### src/rtl/obstacle_pkg.sv
// Shared geometry, LFSR constants and small helpers for the obstacle engine.
package obstacle_pkg;

    localparam int unsigned SCREEN_W  = 160;
    localparam int unsigned OBS_W     = 8;
    localparam int unsigned OBS_H     = 16;
    localparam int unsigned DINO_X    = 20;
    localparam int unsigned DINO_W    = 8;
    localparam int unsigned GROUND_Y  = 110;
    localparam int unsigned NUM_SLOTS = 2;

    localparam logic [7:0] LFSR_SEED = 8'hA5;
    // x^8+x^6+x^5+x^4+1 -> state bits 7,5,4,3 feed back
    localparam logic [7:0] LFSR_TAPS = 8'hB8;

    localparam logic [7:0]  SPAWN_X    = 8'(SCREEN_W - 1);
    localparam logic [8:0]  HIT_X_LO   = 9'(DINO_X);
    localparam logic [8:0]  HIT_X_HI   = 9'(DINO_X + DINO_W);
    localparam logic [8:0]  OBS_W9     = 9'(OBS_W);
    localparam logic [15:0] HIT_Y_MIN  = 16'(GROUND_Y - OBS_H);
    localparam logic [15:0] AIRBORNE_Y = 16'h8000;

    // Next Fibonacci LFSR state: shift left, XOR of tapped bits enters at bit 0.
    function automatic logic [7:0] lfsr_next(input logic [7:0] v);
        return {v[6:0], ^(v & LFSR_TAPS)};
    endfunction

    // Scroll speed from score bits [7:4]: 1 + min(nibble, 3).
    function automatic logic [2:0] speed_for(input logic [3:0] nib);
        if (nib[3:2] != 2'b00) begin
            return 3'd4;
        end else begin
            return 3'd1 + {1'b0, nib[1:0]};
        end
    endfunction

endpackage

### src/rtl/obstacle_engine_lfsr8.sv
// Free-running 8-bit Fibonacci LFSR used to randomise obstacle spacing.
module lfsr8
    import obstacle_pkg::*;
(
    input  logic       Clock,
    input  logic       reset,
    output logic [7:0] value
);

    logic [7:0] value_r;

    // Advance every cycle; an all-zero state (unreachable normally) reseeds.
    always_ff @(posedge Clock) begin
        if (reset) begin
            value_r <= LFSR_SEED;
        end else if (value_r == 8'd0) begin
            value_r <= LFSR_SEED;
        end else begin
            value_r <= lfsr_next(value_r);
        end
    end

    assign value = value_r;

endmodule

### src/rtl/obstacle_engine.sv
// Scrolls two obstacle slots, requests/loads spawns, scores and detects collisions.
module obstacle_engine
    import obstacle_pkg::*;
#(
    parameter int unsigned CLOCK_FREQUENCY = 25000000,
    parameter int unsigned SCROLL_HZ       = 60,
    parameter int unsigned MIN_GAP         = 40
) (
    input  logic        Clock,
    input  logic        reset,
    input  logic        reset_game,
    input  logic        ld_game,
    input  logic        calc_jump,
    input  logic        create_obs,
    input  logic        ld_pause,
    input  logic [15:0] height,
    output logic        gen,
    output logic        kill,
    output logic [7:0]  obs0_x,
    output logic [7:0]  obs1_x,
    output logic        obs0_valid,
    output logic        obs1_valid,
    output logic [15:0] score,
    output logic [2:0]  speed
);

    localparam int unsigned TICK_MAX = CLOCK_FREQUENCY / SCROLL_HZ - 1;
    localparam int unsigned TICK_W   = (TICK_MAX > 0) ? $clog2(TICK_MAX + 1) : 1;
    localparam logic [TICK_W-1:0] TICK_RELOAD = TICK_W'(TICK_MAX);
    localparam logic [TICK_W-1:0] TICK_ONE    = TICK_W'(1);
    localparam logic [7:0]        GAP_INIT    = 8'(MIN_GAP);

    logic [TICK_W-1:0]               tick_r, tick_nx_s;
    logic [7:0]                      gap_r, gap_nx_s;
    logic [NUM_SLOTS-1:0][7:0]       x_r, x_nx_s;
    logic [NUM_SLOTS-1:0]            valid_r, valid_nx_s;
    logic [NUM_SLOTS-1:0]            load_sel_s, overlap_s;
    logic                            gen_r, gen_nx_s, kill_r, kill_nx_s;
    logic [15:0]                     score_r, score_nx_s;
    logic [16:0]                     score_sum_s;
    logic [2:0]                      speed_r;
    logic [1:0]                      retire_cnt_s;
    logic [7:0]                      lfsr_s;
    logic [1:0]                      lfsr_unused_s;
    logic                            active_s, run_s, live_s, step_s, load_s;

    lfsr8 u_lfsr (
        .Clock (Clock),
        .reset (reset),
        .value (lfsr_s)
    );

    // Only the low six LFSR bits take part in the gap draw.
    assign lfsr_unused_s = lfsr_s[7:6];

    assign active_s = ld_game | calc_jump | create_obs;
    assign run_s    = active_s & ~ld_pause;
    assign live_s   = run_s & ~kill_r;
    assign step_s   = live_s & (tick_r == '0);
    assign load_s   = live_s & gen_r & create_obs;

    // Pick the lowest-index slot that is free at the start of this cycle.
    always_comb begin
        logic found_v;
        found_v    = 1'b0;
        load_sel_s = '0;
        for (int i = 0; i < NUM_SLOTS; i++) begin
            if (!valid_r[i] && !found_v) begin
                load_sel_s[i] = 1'b1;
                found_v       = 1'b1;
            end else begin
                load_sel_s[i] = 1'b0;
            end
        end
    end

    // Per-slot load/step/retire and collision overlap.
    always_comb begin
        x_nx_s       = x_r;
        valid_nx_s   = valid_r;
        retire_cnt_s = 2'd0;
        overlap_s    = '0;
        for (int i = 0; i < NUM_SLOTS; i++) begin
            if (load_s && load_sel_s[i]) begin
                x_nx_s[i]     = SPAWN_X;
                valid_nx_s[i] = 1'b1;
            end else if (step_s && valid_r[i]) begin
                if (x_r[i] < {5'd0, speed_r}) begin
                    valid_nx_s[i] = 1'b0;
                    retire_cnt_s  = retire_cnt_s + 2'd1;
                end else begin
                    x_nx_s[i] = x_r[i] - {5'd0, speed_r};
                end
            end else begin
                x_nx_s[i] = x_r[i];
            end
            // Heights at or above 16'h8000 are an underflowed jump, i.e. airborne.
            overlap_s[i] = valid_r[i]
                         & ({1'b0, x_r[i]} < HIT_X_HI)
                         & (({1'b0, x_r[i]} + OBS_W9) > HIT_X_LO)
                         & (height > HIT_Y_MIN)
                         & (height < AIRBORNE_Y);
        end
    end

    // Tick, gap, spawn request, score and kill next-state.
    always_comb begin
        tick_nx_s   = tick_r;
        gap_nx_s    = gap_r;
        gen_nx_s    = gen_r;
        score_sum_s = {1'b0, score_r} + {15'd0, retire_cnt_s};
        score_nx_s  = score_sum_s[16] ? 16'hFFFF : score_sum_s[15:0];
        kill_nx_s   = kill_r | (run_s & (|overlap_s));
        if (run_s) begin
            tick_nx_s = (tick_r == '0) ? TICK_RELOAD : (tick_r - TICK_ONE);
        end else begin
            tick_nx_s = tick_r;
        end
        if (load_s) begin
            gap_nx_s = GAP_INIT + {2'b00, lfsr_s[5:0]};
        end else if (step_s && (gap_r != 8'd0)) begin
            gap_nx_s = gap_r - 8'd1;
        end else begin
            gap_nx_s = gap_r;
        end
        if (load_s) begin
            gen_nx_s = 1'b0;
        end else if (live_s && !gen_r && (gap_nx_s == 8'd0) && (|(~valid_r))) begin
            gen_nx_s = 1'b1;
        end else begin
            gen_nx_s = gen_r;
        end
    end

    // State registers; reset_game clears everything the LFSR aside.
    always_ff @(posedge Clock) begin
        if (reset || reset_game) begin
            tick_r  <= TICK_RELOAD;
            gap_r   <= GAP_INIT;
            x_r     <= '0;
            valid_r <= '0;
            gen_r   <= 1'b0;
            kill_r  <= 1'b0;
            score_r <= 16'd0;
            speed_r <= 3'd1;
        end else begin
            tick_r  <= tick_nx_s;
            gap_r   <= gap_nx_s;
            x_r     <= x_nx_s;
            valid_r <= valid_nx_s;
            gen_r   <= gen_nx_s;
            kill_r  <= kill_nx_s;
            score_r <= score_nx_s;
            speed_r <= speed_for(score_r[7:4]);
        end
    end

    assign gen        = gen_r;
    assign kill       = kill_r;
    assign obs0_x     = x_r[0];
    assign obs1_x     = x_r[1];
    assign obs0_valid = valid_r[0];
    assign obs1_valid = valid_r[1];
    assign score      = score_r;
    assign speed      = speed_r;

endmodule

### config.mk
export PLATFORM = sky130hd
export DESIGN_NAME = obstacle_engine
export DESIGN_NICKNAME = d
export VERILOG_FILES = /design/src/rtl/obstacle_pkg.sv /design/src/rtl/obstacle_engine_lfsr8.sv /design/src/rtl/obstacle_engine.sv
export SDC_FILE = /design/constraint.sdc
export NUM_CORES = 1
export LEC_CHECK = 0
export CAP_MARGIN = 20
export CORE_ASPECT_RATIO = 2
export CORE_UTILIZATION = 25
export CTS_BUF_LIST = sky130_fd_sc_hd__clkbuf_8 sky130_fd_sc_hd__clkbuf_16
export DETAILED_ROUTE_END_ITERATION = 16
export SYNTH_ARGS = -nofsm -noshare
export SYNTH_HDL_FRONTEND = slang
export SYNTH_SLANG_ARGS = --single-unit
### constraint.sdc
create_clock -name Clock -period 5.4 [get_ports Clock]
set_input_delay 0.81 -clock Clock [delete_from_list [all_inputs] [get_ports Clock]]
set_output_delay 0.81 -clock Clock [all_outputs]
set_load 0.005 [all_outputs]
==> qor.txt <==
status - finished, final reports clean
# setup viols final - 0
EDFF count, synth - 0
Congestion Overflow GR - 0
DRC - 0
endpoints failing hold - 0
Cells on Worst Hold Path - 1
CP endpoint kind - register
Inserted Diodes - 0
worst reg2reg setup slack - 1.01 ns
CP Cell Sequence - or4_1, or3_1, nor4_4, nand2_1, nor2_1, ha_1, nand3_1, o31ai_1, ha_1, inv_1, fa_1, nor2_1, nand2_1, nor2_1, nand3_1, nor3b_1, nor3_1
Area Growth Syn to Fin - 29.21%
die outline height - 179.9 um
Ports - 62
GRT Total Usage - 13.46%
worst min path class - reg2reg
drt total wl - 10.60 mm
CTS Buffer Depth - 2
H-tree levels - 3
Worst setup SP type - register
Worst path max stage delay - 0.57 ns
arrival time at the worst endpoint - 4.58 ns
syn_nets - 513
most frequent cell after synthesis - dfxtp_1
CTS tree - done
clock tree root buffer cell - clkbuf_16
post-place setup slack - 0.6936 ns
RSZ-0062 raised after global routing - false
drt pass-1 iters - 4
PD cells - 262.6 nW/um^2
floorplan core area - 15,370 um^2
Synth area leaders - dfxtp_1, ha_1, xnor2_1, xor2_1, nor2_1
synth unique cells - 53
reg-to-reg startpoint - tick_r[8]
vias - 3,513
CTS sink cnt - 74
DR iter-0 viols - 134
Peak VDD IR - 0.1519 mV
Reg area - 1481 um^2
wire length per cell - 14.75 um
Crit-path slowest cell - or4_1
Worst slew margin - 44.27%
port bufs - 61
post-route setup TNS - 0 ns
ys flop type - dfxtp_1
Worst-Margin Slew - 0.8359 ns
vias per cell - 4.886
fmax - 227.7 MHz
synth cell count leaders - dfxtp_1, nor2_1, nand2_1
initial antenna violation count - 0
Die Area - 16,370 um^2
period utilisation layout - 81.31%
num rows - 64
# Post-CTS Setup Buffers - 0
share of cells above drive strength 1 - 4.990%
Synth top area share - 37.43%
cts hold-fix bufs - 0
post-synthesis register bit count - 74
die width - 90.97 um
Yosys top cell by area - dfxtp_1
first-pass GRT wire length - 17.66 mm
area of the multi-input gates - 2307 um^2
leakage - 0.001779 uW
Final Net Count - 568
Fillers - 1,637
worst skew pair latency - 0.34 ns
Max Slew Vio Count - 0
synthesized area per cell - 8.585 um^2
reg2reg end - score[14]
CP Class - reg2reg
R2R cell count - 17
Worst Hold Path EP - u_lfsr.value[7]
Fin Clk Skew - 0.006985 ns
worst path required time - 5.59 ns
Worst Path Max Fanout - 6
Initial Utilization - 25.74%
Num CTS Buffers - 9
FFs w/ async S/R, synth - 0%
antenna-violating nets left - 0
max_cap viols - 0
Seq/Total Area, Yosys - 37.43%
Final GP Congestion - 0.8093
number of global-route vias before repair - 3,679
HPWL after detailed placement - 8.080 mm
Netlist Area Pre-Place - 3958 um^2
Post-Synthesis Cells - 461
worst hold start - u_lfsr.value[6]
Post-CTS Resized - 0
Clk pin slew, worst setup/hold paths - 0.06 ns
slack of the critical path - 1.009 ns
warnings from Yosys - 0
largest net degree at the start of global routing - 42
min cycle time layout - 4.391 ns
CP most frequent cell - nor2_1
[placed cells by master, fill, tap and decap left out, types with 5 or more instances in the layout]
cell type        synthesis  routed
nand4_1                  6       6
nor2_1                  43      43
clkdlybuf4s50_1          0      61
ha_1                    26      26
nand2b_1                 5       5
or4_1                    7       7
nor3_1                  26      26
a31oi_1                  6       6
a21oi_1                 30      30
clkbuf_16                0       9
o21ai_0                 10      10
xnor2_1                 24      24
nor4_1                  11      11
inv_1                   25      26
or3_1                   11      11
a211oi_1                 9       9
and3_1                   6       6
nand3_1                 19      19
dfxtp_1                 74      74
xor2_1                  19      19
nand2_1                 33      33
[sequential cells by signal, indices dropped and copies added, names as in the netlist]
signal and count:
score 16, kill 1, speed 3, tick_r 19, gap_r 8, obs0_x 8
obs1_x 8, valid_r 2, u_lfsr.value 8, gen 1
[through the flow]
| step | cells | hold slack [ns] | power (uW) | instance area (um^2) | utilization, % |
|---|---|---|---|---|---|
| floorplan | 461 | 0.4123 | 592.3 | 3958 | - |
| global placement | 703 | 0.4361 | 616.3 | 4748 | 30.88 |
| detailed placement | 703 | 0.4492 | 617.9 | 4748 | 30.88 |
| CTS | 719 | 0.4628 | 1359 | 5114 | 33.26 |
| global route | 719 | 0.4947 | 1385 | 5114 | 33.26 |
| finish | 719 | 0.4555 | 1343 | 5114 | 33.26 |
[power breakdown]
part	total [uW]	leakage, uW	switching [uW]	internal (uW)
Sequential	559	0.000599	6.02	553
Combinational	47.4	0.00100	22.3	25.1
Clock	737	0.000177	239	498
Total	1340	0.00178	267	1080
[routing by layer]
metal | wire, um | GRT usage (%)
met4 | 344 | 7.365
met5 | 0 | 0
met2 | 5914 | 25.52
met1 | 4028 | 13.58
met3 | 317 | 2.327
[critical path: cells and delay by family (launching register included)]
family          cells  cell delay [ns]
compound gates      1             0.10
fa+ha+maj           3             0.74
buf+inv             1             0.05
flops               1             0.35
simple gates       12             3.00
[final cells by class]
type	instances	share of cell area, %
clock buffers	9	4.404
clock inverters	7	2.740
inverters	25	1.835
multi-input cells	344	45.12
flip-flops and latches	74	28.97
well taps	198	4.845
repair buffers	62	12.09
[worst max-delay path by stage]
stage | from | end | slack [ns] | depth (start not counted)
after floorplan | tick_r[8] | score[2] | 1.52 | 17
after global placement | ld_pause | score[1] | 0.83 | 16
after detailed placement | ld_pause | score[14] | 0.69 | 18
after CTS | tick_r[8] | score[14] | 1.01 | 17
after global routing | ld_pause | score[14] | 0.70 | 18
final | tick_r[8] | score[14] | 1.01 | 17
[cell families (layout without fill, tap and decap cells)]
logic type               after synthesis  in the layout  share of synthesized area, %
multiplexers                           3              3                        0.7904
XOR/XNOR                              43             43                         9.516
buffers and inverters                 43            103                         4.268
adder cells (fa/ha/maj)               29             29                         9.738
AND/OR/NAND/NOR                      190            190                         25.64
flip-flops                            74             74                         37.43
AO/OA/AOI/OAI                         79             79                         12.61
No activity file was read; power rests on OpenSTA's default activity.
